<file path="src/rtl/semaforo_pkg.sv">
// Shared phase encoding and default phase timings for the traffic-light
// controller and its phase-duration timer.
package semaforo_pkg;

    typedef enum logic [2:0] {
        NONE    = 3'd0,
        GREEN   = 3'd1,
        YELLOW  = 3'd2,
        RED     = 3'd3,
        ILLEGAL = 3'd4
    } phase_t;

    localparam int DEF_PRESCALE     = 50_000_000;
    localparam int DEF_GREEN_TICKS  = 10;
    localparam int DEF_YELLOW_TICKS = 3;
    localparam int DEF_RED_TICKS    = 8;

    // Exactly one light lit selects a phase; anything else is a wiring/controller fault.
    function automatic phase_t decode_phase(input logic g, input logic y, input logic r);
        case ({g, y, r})
            3'b100:  return GREEN;
            3'b010:  return YELLOW;
            3'b001:  return RED;
            default: return ILLEGAL;
        endcase
    endfunction

endpackage

</file>
<file path="src/rtl/tick_prescaler.sv">
// Free-running clock divider producing one tick every PRESCALE cycles;
// clear restarts the count and suppresses a tick in the same cycle.
module tick_prescaler #(
    parameter int PRESCALE = 50_000_000,
    parameter int PW       = 26
) (
    input  logic clk,
    input  logic rst,
    input  logic clear,
    output logic tick
);

    localparam logic [PW-1:0] LAST = PW'(PRESCALE - 1);

    logic [PW-1:0] cnt;
    logic          at_last;

    assign at_last = (cnt == LAST);
    assign tick    = at_last && !clear;

    always_ff @(posedge clk or posedge rst) begin
        if (rst) begin
            cnt <= '0;
        end else if (clear || at_last) begin
            cnt <= '0;
        end else begin
            cnt <= cnt + PW'(1);
        end
    end

endmodule

</file>
<file path="src/rtl/semaforo_timer.sv">
// Phase-duration timer: watches the controller's lights and raises the
// matching elapsed flag once the current phase has lasted its tick budget.
module semaforo_timer
    import semaforo_pkg::*;
#(
    parameter int PRESCALE     = DEF_PRESCALE,
    parameter int GREEN_TICKS  = DEF_GREEN_TICKS,
    parameter int YELLOW_TICKS = DEF_YELLOW_TICKS,
    parameter int RED_TICKS    = DEF_RED_TICKS,
    parameter int TW           = 8,
    parameter int PW           = 26
) (
    input  logic          clk,
    input  logic          rst,
    input  logic          green,
    input  logic          yellow,
    input  logic          red,
    output logic          counter_green,
    output logic          counter_yellow,
    output logic          counter_red,
    output logic [TW-1:0] remaining,
    output logic          fault
);

    phase_t        phase_q;
    phase_t        phase_d;
    logic          phase_change;
    logic          tick;
    logic          done;
    logic [TW-1:0] elapsed;
    logic [TW-1:0] elapsed_nxt;
    logic [TW-1:0] cur_dur;

    // NONE and ILLEGAL have zero duration, which also blocks counting in them.
    function automatic logic [TW-1:0] dur_of(input phase_t p);
        case (p)
            GREEN:   return TW'(GREEN_TICKS);
            YELLOW:  return TW'(YELLOW_TICKS);
            RED:     return TW'(RED_TICKS);
            default: return '0;
        endcase
    endfunction

    assign phase_d      = decode_phase(green, yellow, red);
    assign phase_change = (phase_d != phase_q);
    assign done         = counter_green | counter_yellow | counter_red;
    assign elapsed_nxt  = elapsed + TW'(1);
    assign cur_dur      = dur_of(phase_q);

    tick_prescaler #(
        .PRESCALE (PRESCALE),
        .PW       (PW)
    ) u_prescaler (
        .clk   (clk),
        .rst   (rst),
        .clear (phase_change),
        .tick  (tick)
    );

    always_ff @(posedge clk or posedge rst) begin
        if (rst) begin
            phase_q        <= NONE;
            elapsed        <= '0;
            remaining      <= '0;
            counter_green  <= 1'b0;
            counter_yellow <= 1'b0;
            counter_red    <= 1'b0;
            fault          <= 1'b0;
        end else begin
            phase_q <= phase_d;
            fault   <= (phase_d == ILLEGAL);
            if (phase_change) begin
                elapsed        <= '0;
                remaining      <= dur_of(phase_d);
                counter_green  <= 1'b0;
                counter_yellow <= 1'b0;
                counter_red    <= 1'b0;
            end else if (tick && !done && (cur_dur != '0)) begin
                // Once done is set, elapsed/remaining freeze at DUR/0 until the next phase.
                elapsed   <= elapsed_nxt;
                remaining <= remaining - TW'(1);
                if (elapsed_nxt == cur_dur) begin
                    counter_green  <= (phase_q == GREEN);
                    counter_yellow <= (phase_q == YELLOW);
                    counter_red    <= (phase_q == RED);
                end
            end
        end
    end

endmodule

</file>
<file path="config.mk">
export PLATFORM = sky130hd
export DESIGN_NAME = semaforo_timer
export DESIGN_NICKNAME = d
export VERILOG_FILES = /design/src/rtl/semaforo_pkg.sv /design/src/rtl/tick_prescaler.sv /design/src/rtl/semaforo_timer.sv
export SDC_FILE = /design/constraint.sdc
export NUM_CORES = 1
export LEC_CHECK = 0
export CORE_MARGIN = 4
export CORE_UTILIZATION = 30
export CTS_CLUSTER_SIZE = 28
export DETAILED_ROUTE_END_ITERATION = 12
export PLACE_DENSITY = 0.51
export SYNTH_ARGS = -nofsm -noshare
export SYNTH_HDL_FRONTEND = slang
export SYNTH_SLANG_ARGS = --single-unit
</file>
<file path="constraint.sdc">
create_clock -name clk -period 7.4 [get_ports clk]
set_clock_uncertainty 0.2 [all_clocks]
set_input_delay 1.11 -clock clk [delete_from_list [all_inputs] [get_ports clk]]
set_output_delay 1.11 -clock clk [all_outputs]
set_load 0.03 [all_outputs]
</file>
==> out/metrics.csv, run 1 <==
metric,value,unit
Sink Count,49,
fmax,261.2,MHz
hold slack,311.8,ps
R2R setup slack,4350,ps
Hold WC Path Type,reg2reg,
cts bufs inserted,5,
Synth Cell Area,2703,sq um
Post-CTS Hold Buffers,0,
Worst path slowest cell,or2_1,
Die H,102.9,um
post-CTS sizing,0,
Ports,17,
outcome,finished clean,
root buffer cell,clkbuf_8,
largest net degree at the start of global routing,50,
grt total ovfl,0,
Inserted Diodes,0,
area of the multi-input gates,1390,sq um
max incr delay on CP,750,ps
1st-iter DRT viols,112,
cells after synthesis,289,
Syn Nets,297,
# nets final,310,
period utilization,51.73,%
prevailing post-synth register cell,dfrtp_1,
final worst path period need,3828,ps
total routed wirelength,5.531,mm
via count,2046,
CTS max path bufs,2,
sequential share of the synthesized area,45.37,%
Core Area,8763,sq um
Via density,4.978,
TNS Setup,0,ps
critical path type,in2reg,
reg2reg end,remaining[5],
Leak,1.168,nW
Rel. slew slack,31.70,%
"Clk pin slew, worst setup/hold paths",90,ps
share of synthesized registers carrying an async set or reset,100.0,%
fin util,34.77,%
Reg area,1226,sq um
Placer Congestion,0.7949,
DRC Markers,0,
dpl hpwl,3.816,mm
count of flip-flops with a built-in enable after synthesis,0,
Worst-Margin Slew,1023,ps
max-slew violation count,0,
nature of the critical path endpoint,flop,
cells on worst reg2reg path,5,
CP startpoint kind,input port,
"FF+latch count, synth",49,
Peak VDD IR,0.06436,mV
"Distinct cells, synth",45,
antenna violations before repair,0,
Routed WL per cell,13.46,um
worst hold path endpoint,u_prescaler.cnt[0],
initial core utilization,30.84,%
TritonCTS clock tree,done,
final hold violations,0,
vias in the first global route,2010,
final-report setup violation count,0,
"Warnings, synthesis",0,
Clock Latency Late Sink,300,ps
worst flop-to-flop path startpoint,u_prescaler.cnt[16],
Die W,102.9,um
first-pass GRT wire length,9.873,mm
Required @ worst endpoint,7350,ps
die footprint,10590,sq um
Pre-antenna DRT Iters,4,
Row Count,34,
H-tree levels,2,
Routed Antenna Nets,0,
Mapped Avg Cell Area,9.352,sq um
Area Overhead vs Synth,12.73,%
crit path cell chain,"clkdlybuf4s50_1, or3b_1, o21a_1, a311oi_2, buf_4, or2_1, nor2_1",
total track usage,11.56,%
postcts setup bufs,0,
Hold Path Cell Cnt,1,
Worst Hold Launch,u_prescaler.cnt[0],
share of layout cells above drive strength 1,5.941,%
max-cap violations,0,
pwr/cell area,161.7,nW/um^2
peak fanout along the critical path,26,
port bufs,16,
fillcell total,934,
RSZ-0062 raised after global routing,false,
CP arrival,3780,ps
-- final cells by class --
| class | instances | share of cell area (%) |
|---|---|---|
| Multi-Input combinational cell | 218 | 45.63 |
| Sequential cell | 49 | 40.25 |
| Timing Repair Buffer | 18 | 5.749 |
| Tap cell | 108 | 4.435 |
| Clock buffer | 6 | 2.382 |
| Inverter | 10 | 1.232 |
| Clock inverter | 2 | 0.3285 |
-- registers in the layout (all words and copies together) (netlist names) --
signal / cells
u_prescaler.cnt: 26
elapsed: 8
remaining: 8
phase_q: 3
counter_green: 1
counter_red: 1
counter_yellow: 1
fault: 1
-- metrics by stage --
stage,total power [mW],cells,area (sq um),setup WS [ps]
2_1_floorplan,0.3247,289,2703,4135
3_3_place_gp,0.3440,403,2964,3294
3_5_place_dp,0.3443,403,2964,3210
4_1_cts,0.5036,411,3047,3544
5_1_grt,0.5208,411,3047,3374
6_report,0.4927,411,3047,3572
-- logic make-up after synthesis --
logic type	share of synthesized area (%)
compound gates	9.953
xor+xnor	10.69
fa+ha+maj	1.389
buf+inv	3.194
flops	45.37
mux	0.7408
simple gates	28.66
-- layout by cell type (no fill, tap or decap), types with 3 or more instances in the layout --
cell type	netlist	routed
a21oi_1	11	11
or3_1	8	8
inv_1	10	9
o21ai_0	9	9
clkbuf_8	0	5
nor3_1	6	6
nor2_1	37	37
xnor2_1	18	18
nor4_1	7	7
nand3_1	17	17
xor2_1	15	15
nor2b_1	4	4
o31ai_1	4	4
and3_1	9	9
nor4b_1	3	3
nand2_1	18	18
dfrtp_1	49	49
ha_1	3	3
clkdlybuf4s50_1	0	16
o21a_1	3	3
nand4_1	7	7
or4_1	6	6
-- synthesized netlist by cell type (all sizes together) (3+ instances only) --
library cell | number | area share [%]
nand2 | 18 | 2.5
and3 | 9 | 2.1
o21ai | 9 | 1.7
nor2b | 4 | 0.93
or4 | 7 | 2.1
nor3 | 6 | 1.1
ha | 3 | 1.4
or3b | 4 | 1.3
or3 | 8 | 1.9
xor2 | 15 | 4.9
nand3 | 17 | 3.1
o21a | 3 | 0.83
clkbuf | 9 | 1.2
dfrtp | 49 | 45
buf | 3 | 0.56
nor4b | 3 | 0.97
inv | 10 | 1.4
a21oi | 11 | 2.0
nor4 | 8 | 2.1
o31ai | 4 | 1.1
nand4 | 7 | 1.6
xnor2 | 18 | 5.8
nor2 | 37 | 5.1
-- worst max-delay path, delay by kind of cell --
family	cells	cell delay, ps
AOI/OAI and AO/OA	2	370
and+or+nand+nor	3	1300
buffers and inverters	2	980
-- where the power goes --
part	internal (mW)	switching, mW
Combinational	0.0205	0.0381
Sequential	0.273	0.00661
Clock	0.0658	0.0889
-- how the worst max path moves through the flow --
stage,slack [ps],from,to
final,3570,green,u_prescaler.cnt[23]
after global routing,3370,green,u_prescaler.cnt[9]
after CTS,3540,green,u_prescaler.cnt[23]
after detailed placement,3210,green,u_prescaler.cnt[23]
after global placement,3290,green,u_prescaler.cnt[22]
after floorplan,4130,red,counter_yellow
-- routing by layer --
layer / vias to the layer above / track usage, % / wire length [um]
met2: 23 / 17.46 / 2410
met4: 0 / 2.689 / 55
met3: 7 / 2.436 / 139
met5: - / 0 / 0
met1: 962 / 16.95 / 2925
li1: 1054 / - / -
No activity file was read; power rests on OpenSTA's default activity.
==> inputs of run 2 (changes only) <==
- clock period: 7.4 -> 3.95 ns (I/O delays scaled with it)
==> out/metrics.csv, run 2 (synthesis gave the netlist of run 1 again) <==
metric,value,unit,change
grt total ovfl,0,,unchanged
critical path type,in2reg,,
crit path cell chain,"clkdlybuf4s50_1, or3b_1, nor4b_1, a311oi_2, or4_4, o32ai_1",,
TNS Setup,0,ps,unchanged
Top Registers,"u_prescaler.cnt x26, elapsed x8, remaining x8",,
GR Util met3,2.368,%,-0.068 points
Rel. slew slack,30.85,%,-0.85 points
die footprint,10590,sq um,unchanged
Leak,1.190,nW,+1.9%
final hold violations,0,,unchanged
"most common cell after layout, fill and taps aside",dfrtp_1,,
worst flop-to-flop path startpoint,u_prescaler.cnt[16],,
fmax,336.9,MHz,
DRC Markers,0,,unchanged
Row Count,34,,unchanged
outcome,finished clean,,
Core Area,8763,sq um,unchanged
fin area,3095,sq um,+1.6%
DP Cell Count,405,,+0.50%
Via density,5.082,,+2.1%
worst setup path end,counter_green,,
fillcell total,903,,-3.3%
port bufs,16,,unchanged
Ports,17,,unchanged
final-report setup violation count,0,,unchanged
Pre-antenna DRT Iters,4,,unchanged
number of flip-flops in the largest register,26,,unchanged
1st-iter DRT viols,81,,-28%
CP arrival,2960,ps,-820 ps
Hold WC Path Type,reg2reg,,
root buffer cell,clkbuf_8,,
reg2reg end,remaining[5],,
max-cap violations,0,,unchanged
"Clk pin slew, worst setup/hold paths",90,ps,about the same
CP Depth,6,,-1
max-slew violation count,0,,unchanged
M2 GR Usage,19.04,%,+1.6 points
antenna violations before repair,0,,unchanged
Placed Area,2979,sq um,+0.51%
Area Overhead vs Synth,14.54,%,
GR Layer Usage met1,16.16,%,-0.78 points
Worst-Margin Slew,1036,ps,+12.72 ps
nature of the critical path endpoint,flop,,
Setup crit start,green,,
post-CTS sizing,0,,unchanged
Routed Antenna Nets,0,,unchanged
peak fanout along the critical path,8,,-69%
H-tree levels,2,,unchanged
postcts setup bufs,0,,unchanged
total track usage,11.69,%,+0.13 points
cts bufs inserted,5,,unchanged
Post-CTS Hold Buffers,0,,unchanged
via count,2099,,+2.6%
dpl hpwl,3.839,mm,+0.61%
total routed wirelength,5.620,mm,+1.6%
Placer Congestion,0.7483,,-5.9%
most frequent cells in the layout,"dfrtp_1 (49), nor2_1 (37), nand2_1 (18), xnor2_1 (18), nand3_1 (17)",,
TritonCTS clock tree,done,,
initial core utilization,30.84,%,unchanged
Inserted Diodes,0,,unchanged
Clock Latency Late Sink,300,ps,about the same
max incr delay on CP,650,ps,-100 ps
# nets final,312,,+0.65%
Top reg by flops,u_prescaler.cnt,,
CP startpoint kind,input port,,
Routed WL per cell,13.61,um,+1.1%
share of layout cells above drive strength 1,6.557,%,+0.62 points
R2R setup slack,1310,ps,-3040 ps
vias in the first global route,2096,,+4.3%
period utilization,75.15,%,
"CP delay by family, top",simple AND/OR/NAND/NOR gates,,
Sink Count,49,,unchanged
final worst path period need,2969,ps,
Non-Filler Instances,413,,+0.49%
largest net degree at the start of global routing,50,,unchanged
cells on worst reg2reg path,6,,+1
Peak VDD IR,0.1384,mV,+120%
first-pass GRT wire length,10.01,mm,+1.4%
busiest layer in global routing,met2,,
Die W,102.9,um,unchanged
RSZ-0062 raised after global routing,false,,
Die H,102.9,um,unchanged
Required @ worst endpoint,3940,ps,-3410 ps
Buffers & Inverters on Critical Path,1,,-1
Worst path slowest cell,clkdlybuf4s50_1,,
pwr/cell area,325.0,nW/um^2,+100%
CTS max path bufs,2,,unchanged
[run 2: changes by cell type in the layout (fill, tap and decap cells not counted)]
cell | previous run | this run
clkinv_2 | 2 | 0
bufinv_16 | 0 | 1
clkbuf_8 | 5 | 6
buf_4 | 2 | 4
[run 2: where the power goes]
part	total (mW)	switching (mW)	internal (mW)
Clock	0.371	0.164	0.207
Sequential	0.524	0.0128	0.511
Combinational	0.111	0.0714	0.0399
Total	1.01	0.248	0.758
[run 2: worst reg2reg max path, stage by stage, from the launching register on]
cell and delay [ps]:
dfrtp_1 450, or4bb_1 550, nor4_2 390, nand3_1 130
buf_4 220, or4_1 480, a21oi_1 160
[run 2: worst min-delay path by stage]
stage                          to  depth (start not counted)  slack [ps]          startpoint
4_1_cts        u_prescaler.cnt[0]                          1         340  u_prescaler.cnt[0]
3_3_place_gp   u_prescaler.cnt[0]                          1         320  u_prescaler.cnt[0]
6_report       u_prescaler.cnt[0]                          1         330  u_prescaler.cnt[0]
5_1_grt            counter_yellow                          2         360      counter_yellow
3_5_place_dp       counter_yellow                          2         320      counter_yellow
2_1_floorplan  u_prescaler.cnt[0]                          1         270  u_prescaler.cnt[0]
[run 2: layout make-up]
cell class              count  area, sq um  share of cell area (%)
well taps                 108        135.1                   4.365
inverters                  10        37.54                   1.213
clock buffers               7        86.33                   2.789
multi-input cells         218         1390                   44.91
clock inverters             1        30.03                  0.9701
flip-flops and latches     49         1226                   39.61
repair buffers             20        190.2                   6.144
[run 2: stage by stage]
step	hold slack, ps	power, mW	util, %	worst slack, ps
detailed placement	319.3	0.6474	33.99	664.9
floorplan	274.9	0.6084	-	1202
finish	334.5	1.006	35.32	981.4
global route	363.0	1.059	35.32	794.9
CTS	335.8	1.029	35.32	989.6
global placement	315.4	0.6470	33.99	680.9
[run 2: layer usage]
layer  part of all wire (%)  up-vias
li1                       -     1053
met1                     51     1027
met2                     46       15
met3                    2.5        4
met4                   0.62        0
met5                      0        -
==> inputs of run 3 (changes only) <==
- clock period: 3.95 -> 2.8 ns (I/O delays scaled with it)
==> out/metrics.csv, run 3 (synthesis gave the netlist of run 1 again) <==
metric,value,unit,change
Top reg by flops,u_prescaler.cnt,,
total routed wirelength,5.708,mm,+1.6%
period utilization,95.06,%,
outcome,finished clean,,
first-pass GRT wire length,9.984,mm,-0.27%
Rel. slew slack,62.07,%,+31 points
1st-iter DRT viols,87,,+7.4%
Routed WL per cell,13.43,um,-1.3%
"Clk pin slew, worst setup/hold paths",100,ps,about the same
# nets final,324,,+3.8%
CP startpoint kind,flop,,
Ports,17,,unchanged
final hold violations,0,,unchanged
H-tree levels,2,,unchanged
Worst path slowest cell,or4bb_1,,
Area Overhead vs Synth,18.47,%,
Post-CTS Hold Buffers,0,,unchanged
largest net degree at the start of global routing,28,,-44%
Non-Filler Instances,425,,+2.9%
port bufs,16,,unchanged
final worst path period need,2662,ps,
area of the multi-input gates,1390,sq um,unchanged
max incr delay on CP,550,ps,-100 ps
crit path cell chain,"or4bb_1, nor4_2, nand3_1, buf_4, or4_1, a21oi_1",,
CTS max path bufs,2,,unchanged
DRC Markers,0,,unchanged
Placed Area,3082,sq um,+3.4%
Pre-antenna DRT Iters,4,,unchanged
Int Power,1.084,mW,+43%
total track usage,11.64,%,-0.055 points
RSZ-0062 raised after global routing,false,,
initial core utilization,30.84,%,unchanged
nature of the critical path endpoint,flop,,
Net Sw Frac,25.63,%,+0.96 points
antenna violations before repair,0,,unchanged
Row Count,34,,unchanged
TritonCTS clock tree,done,,
share of layout cells above drive strength 1,10.41,%,+3.9 points
Via density,5.094,,+0.23%
DP Cell Count,417,,+3.0%
dpl hpwl,4.108,mm,+7.0%
Leak,1.254,nW,+5.3%
max-slew violation count,0,,unchanged
max-cap violations,0,,unchanged
pwr/cell area,455.4,nW/um^2,+40%
critical path type,reg2reg,,
postcts setup bufs,0,,unchanged
Hold WC Path Type,in2async,,
via count,2165,,+3.1%
Clock power frac,37.2,%,+0.4 points
total power,1.458,mW,+45%
grt total ovfl,0,,unchanged
peak fanout along the critical path,21,,+13
fillcell total,887,,-1.8%
vias in the first global route,2042,,-2.6%
CP arrival,2690,ps,-270 ps
sequential group share of total power,50.7,%,-1.4 points
Die H,102.9,um,unchanged
Die W,102.9,um,unchanged
Clock Latency Late Sink,310,ps,about the same
Comb pwr share,12.1,%,+1.0 points
fmax,375.7,MHz,
final-report setup violation count,0,,unchanged
Required @ worst endpoint,2830,ps,-1110 ps
Inserted Diodes,0,,unchanged
Core Area,8763,sq um,unchanged
Placer Congestion,0.7904,,+5.6%
Sink Count,49,,unchanged
"most common cell after layout, fill and taps aside",dfrtp_1,,
Peak VDD IR,0.2763,mV,+100%
post-CTS sizing,0,,unchanged
TNS Setup,0,ps,unchanged
fin area,3202,sq um,+3.4%
Reg area,1226,sq um,unchanged
root buffer cell,clkbuf_8,,
die footprint,10590,sq um,unchanged
Worst-Margin Slew,568.1,ps,-467.6 ps
Switch Pwr,0.3737,mW,+51%
Top Registers,"u_prescaler.cnt x26, elapsed x8, remaining x8",,
Routed Antenna Nets,0,,unchanged
most frequent cells in the layout,"dfrtp_1 (49), nor2_1 (37), nand2_1 (18), xnor2_1 (18), nand3_1 (17)",,
number of flip-flops in the largest register,26,,unchanged
cts bufs inserted,5,,unchanged
[run 3: changes by cell type in the layout (fill, tap and decap cells not counted)]
| cell | before | now |
|---|---|---|
| buf_12 | 0 | 1 |
| buf_4 | 4 | 15 |
| clkinvlp_4 | 0 | 1 |
| clkbuf_1 | 1 | 0 |
[run 3: critical path, delay by kind of cell (launching register included)]
family	cells	cell delay (ps)
DFF	1	440
and+or+nand+nor	4	1560
buffers and inverters	1	230
AOI/OAI and AO/OA	1	160
[run 3: final timing paths]
path / startpoint / end / slack [ps] / cells past startpoint
worst min register to register: u_prescaler.cnt[0] / u_prescaler.cnt[0] / 310 / 1
worst min-delay path: rst / remaining[4] / 270 / 2
max in group asynchronous: rst / u_prescaler.cnt[22] / 1510 / 3
worst max register to register: u_prescaler.cnt[16] / remaining[5] / 140 / 6
min in group clk: u_prescaler.cnt[0] / u_prescaler.cnt[0] / 310 / 1
worst max-delay path: u_prescaler.cnt[16] / remaining[5] / 140 / 6
[run 3: power groups by stage]
stage | registers, mW | clock network (mW) | logic, mW
after global routing | 0.741 | 0.593 | 0.198
after global placement | 0.753 | 0 | 0.179
after floorplan | 0.763 | 0 | 0.0951
final | 0.739 | 0.543 | 0.176
after CTS | 0.739 | 0.557 | 0.182
after detailed placement | 0.753 | 0 | 0.180
[run 3: stage by stage]
stage / util, % / setup WS [ps] / hold slack [ps]
final: 36.54 / 138.4 / 272.3
after global routing: 36.54 / 44.92 / 322.4
after CTS: 36.54 / 119.6 / 301.7
after detailed placement: 35.17 / -169.8 / 309.7
after global placement: 35.17 / -96.89 / 305.4
after floorplan: - / 224.7 / 274.9
[run 3: final cells by class]
type	count	area share (%)
flip-flops and latches	49	38.30
clock inverters	2	1.172
multi-input cells	218	43.42
clock buffers	6	2.579
inverters	10	1.172
well taps	108	4.220
repair buffers	32	9.144
[run 3: routing by layer]
metal | track usage, % | vias to the layer above | wire (um)
li1 | - | 1079 | -
met2 | 18.45 | 29 | 2624
met3 | 2.233 | 6 | 204
met5 | 0 | - | 0
met4 | 2.689 | 0 | 54
met1 | 16.46 | 1051 | 2825
